--- src/rtl/proc_pkg.sv ---
// Shared decode constants for the pipeline control blocks: opcode/aluop values,
// instruction field positions, operand-select encoding and mult/div FSM states.
package proc_pkg;

  localparam int OP_LO    = 27;
  localparam int OP_W     = 5;
  localparam int RD_LO    = 22;
  localparam int RS_LO    = 17;
  localparam int RT_LO    = 12;
  localparam int ALUOP_LO = 2;
  localparam int ALUOP_W  = 5;

  typedef logic [OP_W-1:0]    opcode_t;
  typedef logic [ALUOP_W-1:0] aluOp_t;
  typedef logic [1:0]         fwdSel_t;

  localparam opcode_t OP_ALU  = 5'd0;
  localparam opcode_t OP_BNE  = 5'd2;
  localparam opcode_t OP_JAL  = 5'd3;
  localparam opcode_t OP_ADDI = 5'd5;
  localparam opcode_t OP_BLT  = 5'd6;
  localparam opcode_t OP_SW   = 5'd7;
  localparam opcode_t OP_LW   = 5'd8;

  localparam aluOp_t ALUOP_MUL = 5'd6;
  localparam aluOp_t ALUOP_DIV = 5'd7;

  // Operand source encoding; value 3 is reserved and never produced.
  localparam fwdSel_t SEL_REG = 2'd0;
  localparam fwdSel_t SEL_XM  = 2'd1;
  localparam fwdSel_t SEL_MW  = 2'd2;

  localparam logic [1:0] MD_IDLE = 2'd0;
  localparam logic [1:0] MD_BUSY = 2'd1;
  localparam logic [1:0] MD_DONE = 2'd2;

  function automatic logic isMulDiv(input opcode_t op, input aluOp_t aluOp);
    return (op == OP_ALU) && ((aluOp == ALUOP_MUL) || (aluOp == ALUOP_DIV));
  endfunction

endpackage

--- src/rtl/md_sequencer.sv ---
// Mult/div launch sequencer: pulses start, holds the pipeline while the unit
// is busy, and releases it for one DONE cycle before accepting a new operation.
module md_sequencer
  import proc_pkg::*;
#(
  parameter int MD_LAT = 0
) (
  input  logic clock,
  input  logic reset,
  input  logic mdOp,
  input  logic mdReady,
  output logic mdStart,
  output logic mdBusy,
  output logic mdStall
);

  localparam int CNT_W = (MD_LAT > 0) ? $clog2(MD_LAT + 1) : 1;
  localparam logic [CNT_W-1:0] LOAD_VAL = (MD_LAT > 0) ? CNT_W'(MD_LAT - 1) : '0;

  logic [1:0]       state;
  logic [CNT_W-1:0] count;

  // With MD_LAT=0 completion comes from mdReady; otherwise from the down-counter.
  always_ff @(posedge clock) begin
    if (reset) begin
      state <= MD_IDLE;
      count <= '0;
    end else begin
      case (state)
        MD_IDLE: begin
          if (mdOp) begin
            state <= MD_BUSY;
            count <= LOAD_VAL;
          end
        end
        MD_BUSY: begin
          if (MD_LAT == 0) begin
            if (mdReady) state <= MD_DONE;
          end else if (count == '0) begin
            state <= MD_DONE;
          end else begin
            count <= count - CNT_W'(1);
          end
        end
        MD_DONE: state <= MD_IDLE;
        default: state <= MD_IDLE;
      endcase
    end
  end

  assign mdStart = (state == MD_IDLE) && mdOp && !reset;
  assign mdBusy  = (state == MD_BUSY);
  assign mdStall = mdStart | mdBusy;

endmodule

--- src/rtl/bypass_hazard_unit.sv ---
// Pipeline bypass and hazard control: picks ALU/store operand sources from the
// XM/MW latches, detects load-use hazards and sequences mult/div stalls.
module bypass_hazard_unit
  import proc_pkg::*;
#(
  parameter int IR_W   = 32,
  parameter int REG_W  = 5,
  parameter int MD_LAT = 0
) (
  input  logic            clock,
  input  logic            reset,
  input  logic [IR_W-1:0] fd_ir,
  input  logic [IR_W-1:0] dx_ir,
  input  logic [IR_W-1:0] xm_ir,
  input  logic [IR_W-1:0] mw_ir,
  input  logic            md_ready,
  output logic [1:0]      a_sel,
  output logic [1:0]      b_sel,
  output logic            mem_sel,
  output logic            stall,
  output logic            md_start,
  output logic            md_busy
);

  typedef logic [REG_W-1:0] regId_t;

  function automatic opcode_t opOf(input logic [IR_W-1:0] ir);
    return ir[OP_LO +: OP_W];
  endfunction

  function automatic aluOp_t aluOpOf(input logic [IR_W-1:0] ir);
    return ir[ALUOP_LO +: ALUOP_W];
  endfunction

  function automatic regId_t rdOf(input logic [IR_W-1:0] ir);
    return ir[RD_LO +: REG_W];
  endfunction

  function automatic regId_t rsOf(input logic [IR_W-1:0] ir);
    return ir[RS_LO +: REG_W];
  endfunction

  function automatic regId_t rtOf(input logic [IR_W-1:0] ir);
    return ir[RT_LO +: REG_W];
  endfunction

  // Register 0 doubles as "no destination" / "no source", so it never matches.
  function automatic regId_t destOf(input logic [IR_W-1:0] ir);
    regId_t r;
    case (opOf(ir))
      OP_ALU, OP_ADDI, OP_LW: r = rdOf(ir);
      OP_JAL:                 r = '1;
      default:                r = '0;
    endcase
    return r;
  endfunction

  function automatic regId_t srcAOf(input logic [IR_W-1:0] ir);
    regId_t r;
    case (opOf(ir))
      OP_ALU, OP_ADDI, OP_LW, OP_SW: r = rsOf(ir);
      OP_BNE, OP_BLT:                r = rdOf(ir);
      default:                       r = '0;
    endcase
    return r;
  endfunction

  function automatic regId_t srcBOf(input logic [IR_W-1:0] ir);
    regId_t r;
    case (opOf(ir))
      OP_ALU:         r = rtOf(ir);
      OP_SW:          r = rdOf(ir);
      OP_BNE, OP_BLT: r = rsOf(ir);
      default:        r = '0;
    endcase
    return r;
  endfunction

  regId_t xmDest;
  regId_t mwDest;
  regId_t dxLoadDest;
  logic   loadUse;
  logic   mdOp;
  logic   mdStall;
  logic   unusedIrBits;

  function automatic fwdSel_t fwdSelFor(input regId_t src, input regId_t xmD, input regId_t mwD);
    fwdSel_t s;
    if (src != '0 && src == xmD)      s = SEL_XM;
    else if (src != '0 && src == mwD) s = SEL_MW;
    else                              s = SEL_REG;
    return s;
  endfunction

  assign xmDest = destOf(xm_ir);
  assign mwDest = destOf(mw_ir);

  assign a_sel = fwdSelFor(srcAOf(dx_ir), xmDest, mwDest);
  assign b_sel = fwdSelFor(srcBOf(dx_ir), xmDest, mwDest);

  assign mem_sel = (opOf(xm_ir) == OP_SW) && (opOf(mw_ir) == OP_LW) &&
                   (rdOf(xm_ir) == rdOf(mw_ir)) && (rdOf(xm_ir) != '0);

  // Store data from a load is bypassed via mem_sel, so sw's rd is not a hazard.
  assign dxLoadDest = (opOf(dx_ir) == OP_LW) ? rdOf(dx_ir) : '0;
  assign loadUse = (dxLoadDest != '0) &&
                   ((srcAOf(fd_ir) == dxLoadDest) ||
                    ((opOf(fd_ir) != OP_SW) && (srcBOf(fd_ir) == dxLoadDest)));

  assign mdOp = isMulDiv(opOf(dx_ir), aluOpOf(dx_ir));

  md_sequencer #(
    .MD_LAT (MD_LAT)
  ) mdSeq (
    .clock   (clock),
    .reset   (reset),
    .mdOp    (mdOp),
    .mdReady (md_ready),
    .mdStart (md_start),
    .mdBusy  (md_busy),
    .mdStall (mdStall)
  );

  assign stall = loadUse | mdStall;

  assign unusedIrBits = ^{fd_ir, dx_ir, xm_ir, mw_ir};

endmodule

--- config.mk ---
export PLATFORM = sky130hd
export DESIGN_NAME = bypass_hazard_unit
export DESIGN_NICKNAME = d
export VERILOG_FILES = /design/src/rtl/proc_pkg.sv /design/src/rtl/md_sequencer.sv /design/src/rtl/bypass_hazard_unit.sv
export SDC_FILE = /design/constraint.sdc
export NUM_CORES = 1
export LEC_CHECK = 0
export CORE_ASPECT_RATIO = 0.6
export CORE_UTILIZATION = 33
export DETAILED_ROUTE_END_ITERATION = 8
export PLACE_DENSITY = 0.89
export RECOVER_POWER = 50
export SLEW_MARGIN = 15
export SYNTH_ARGS = -nofsm -noshare
export SYNTH_HDL_FRONTEND = slang
export SYNTH_SLANG_ARGS = --single-unit
--- constraint.sdc ---
create_clock -name clock -period 8.5 [get_ports clock]
set_clock_uncertainty 0.1 [all_clocks]
set_input_delay 1.7 -clock clock [delete_from_list [all_inputs] [get_ports clock]]
set_output_delay 1.7 -clock clock [all_outputs]
set_load 0.05 [all_outputs]
==> impl_metrics.tcl <==
set metrics [dict create \
    htreeDepth 1 \
    p_per_area_mw_per_mm2 59.7 \
    grtUsageTotal_pct 21.9 \
    p_sw_uw 47.1 \
    vdd_drop_max_mv 0.0970 \
    diodes 0 \
    comb_power_share_pct 65.3 \
    critPathLaunch "dx_ir[28]" \
    worst_ep_arrival_time_ns 4.85 \
    final_net_count 401 \
    finalCritPeriodShare_pct 78.2 \
    period_minus_slack_ns 6.65 \
    cts_hold_buf 0 \
    synth_area_per_cell_um2 7.17 \
    dr.first_iter.drc_count 175 \
    std_cell_rows 18 \
    dpl.hpwl_um 4260 \
    critical_path_buf_inv_count 2 \
    worst-path-stages 8 \
    seqPwrFrac_pct 7.1 \
    r2r_slack_ns 7.42 \
    synth_seq_cells 2 \
    critPathRequiredTime_ns 6.70 \
    fp.dieH_um 52.7 \
    grt.overflow.total 0 \
    antenna_found_initial 0 \
    hold_path_class "flip-flop to flip-flop" \
    hold_viol 0 \
    r2r_start "mdSeq.state[1]$_SDFFE_PP0P_" \
    synthArstFlopShare_pct 0 \
    die-area_mm2 0.00455 \
    cts_buffers 3 \
    post-cts-setup-buffer-count 0 \
    ys_types 62 \
    drv_slew 0 \
    fmax_mhz 150 \
    ioPinCount 139 \
    fin_tns_setup_ns 0 \
    final_core_util_pct 54.6 \
    synthFlopType "dfxtp_1" \
    netlist_area_mm2 0.00141 \
    start_util_pct 34.5 \
    hold_ws_ns 0.506 \
    cts.sinks 2 \
    synth_edf_count 0 \
    synth_cells 197 \
    core_area_mm2 0.00410 \
    start_kind "input port" \
    largest_register_ffs 2 \
    grt_pass1_wl_um 7960 \
    path_max_fanout 10 \
    first_pass_iters 5 \
    worst_pin_slew_ns 0.640 \
    crit_chain "dlygate4sd3_1, nor2_1, a22oi_1, o2bb2ai_1, mux2_2, o21ai_0, a221oi_2, clkdlybuf4s50_1" \
    ys_warn_count 0 \
    cts_tree "yes" \
    place.gp.congestion 0.895 \
    status "completed" \
    clock_latency_ns 0.21 \
    crit_path_end_kind "output pin" \
    grt_start_max_net_pins 12 \
    antenna_left 0 \
    clockRootBuffer "clkbuf_8" \
    pwr-share-clk_pct 27.6 \
    cap_violations 0 \
    cp_slowest_stage_delay_ns 0.71 \
    p_leak_nw 0.792 \
    setup_viol 0 \
    r2r-end "mdSeq.state[0]$_SDFFE_PP0P_" \
    syn_nets 328 \
    dieWidth_um 86.5 \
    cts-resized-gates 0 \
    cts_buffer_depth 2 \
    grt_setup_unrepaired "no" \
    largest-register "mdSeq.state" \
    synth-seq-area-share_pct 2.83 \
    clk_pin_slew_worst_paths_ns 0.03 \
    area_growth_pct 58.4 \
    cpLargestDelayFamily "buffers and inverters" \
    switching_share_pct 35.3 \
    drive_gt1_share_pct 6.72 \
    top_regs "mdSeq.state (2)" \
    port_buffers 74 \
    vias_per_cell 5.87 \
    critPathKind "input port to output pin" \
    drc_errors 0 \
    slowest_stage "clkdlybuf4s50_1" \
    cp-endpoint "b_sel[1]" \
    r2r_cells 4 \
    grt_pass1_vias 1716 \
    vias 1925 \
    wl_um 5030 \
    slew_headroom_pct 57.0 \
    internal-power_uw 86.3 \
    wl_per_cell_um 15.3 \
]
-- Yosys cell counts (3+ instances only) --
master      n  area [um2]
nand2_1    13        48.8
nor2_1     13        48.8
xnor2_1    13         114
a22oi_1    11        82.6
xor2_1     10        87.6
a21oi_1     8        40.0
and2_1      6        37.5
nor4_1      6        37.5
o211ai_1    6        45.0
o21ai_0     6        30.0
a211o_1     4        35.0
a21boi_0    4        30.0
and3_1      4        25.0
and3b_1     4        35.0
inv_1       4        15.0
nand3_1     4        20.0
nor3_1      4        20.0
nor3b_1     4        30.0
o21a_1      4        30.0
o2bb2ai_1   4        35.0
or4_1       4        30.0
a31oi_1     3        18.8
clkbuf_1    3        11.3
or2_2       3        18.8
-- power by group through the flow --
stage	clock network [mW]	logic, mW	registers (mW)
floorplan	0	0.0395	0.00959
global route	0.0400	0.0931	0.00947
detailed placement	0	0.0857	0.00959
global placement	0	0.0838	0.00959
finish	0.0368	0.0872	0.00948
CTS	0.0381	0.0860	0.00948
-- worst min path at each step --
| stage | from | to | slack (ns) | depth (start not counted) |
|---|---|---|---|---|
| 2_1_floorplan | mdSeq.state[1]$_SDFFE_PP0P_ | mdSeq.state[1]$_SDFFE_PP0P_ | 0.72 | 2 |
| 3_3_place_gp | mdSeq.state[1]$_SDFFE_PP0P_ | mdSeq.state[1]$_SDFFE_PP0P_ | 0.51 | 2 |
| 3_5_place_dp | mdSeq.state[1]$_SDFFE_PP0P_ | mdSeq.state[1]$_SDFFE_PP0P_ | 0.50 | 2 |
| 4_1_cts | mdSeq.state[1]$_SDFFE_PP0P_ | mdSeq.state[1]$_SDFFE_PP0P_ | 0.51 | 2 |
| 5_1_grt | mdSeq.state[1]$_SDFFE_PP0P_ | mdSeq.state[1]$_SDFFE_PP0P_ | 0.54 | 2 |
| 6_report | mdSeq.state[1]$_SDFFE_PP0P_ | mdSeq.state[1]$_SDFFE_PP0P_ | 0.51 | 2 |
-- through the flow --
| stage | worst slack (ns) | instances | power, mW | area (um2) |
|---|---|---|---|---|
| 3_3_place_gp | 2.00 | 325 | 0.0934 | 2200 |
| 2_1_floorplan | 2.91 | 197 | 0.0491 | 1410 |
| 4_1_cts | 1.95 | 328 | 0.134 | 2240 |
| 5_1_grt | 1.70 | 328 | 0.143 | 2240 |
| 3_5_place_dp | 1.95 | 325 | 0.0953 | 2200 |
| 6_report | 1.85 | 328 | 0.133 | 2240 |
-- cells by family (layout without fill, tap and decap cells) --
logic type	after synthesis	in the layout	synth area share [%]
mux	2	2	1.59
simple gates	87	87	38.1
buf+inv	10	81	3.37
xor+xnor	23	23	14.3
flops	2	2	2.83
compound gates	73	73	39.9
-- cell type report --
cell class                 count  area, um2
timing repair buffer          74        741
tap                           60       75.1
fill                         396       1860
multi-input combinational    185       1330
inverter                       4       15.0
sequential                     2       40.0
clock buffer                   3       41.3
-- placed cells by master (no fill, tap or decap), types with 3 or more instances in the layout --
master,synthesis,final
o2bb2ai_1,4,4
nand2_1,13,13
o21ai_0,6,6
a31oi_1,3,3
dlygate4sd3_1,0,5
and3_1,4,4
clkbuf_8,0,3
and2_1,6,6
inv_1,4,4
a21boi_0,4,4
nand3_1,4,4
or4_1,4,4
a22oi_1,11,11
nor2_1,13,13
a21oi_1,8,8
and3b_1,4,4
o211ai_1,6,6
a211o_1,4,4
nor4_1,6,6
or2_2,3,3
nor3_1,4,4
clkdlybuf4s50_1,0,69
xor2_1,10,10
nor3b_1,4,4
xnor2_1,13,13
o21a_1,4,4
-- metal layers --
| layer | vias up | wire length (um) | track usage (%) | share of wire, % |
|---|---|---|---|---|
| li1 | 936 | - | - | - |
| met1 | 883 | 2520 | 31.7 | 50 |
| met2 | 100 | 2120 | 35.1 | 42 |
| met3 | 6 | 371 | 2.36 | 7.4 |
| met4 | 0 | 23 | 3.33 | 0.46 |
| met5 | - | 0 | 0 | 0 |
-- worst reg2reg max path: stages, from the launching register on --
cell and delay, ns:
dfxtp_1 0.29, nor4_1 0.26, nand2_1 0.08, nor2_1 0.16
or2_2 0.13
(Power assumes the default switching activity.)
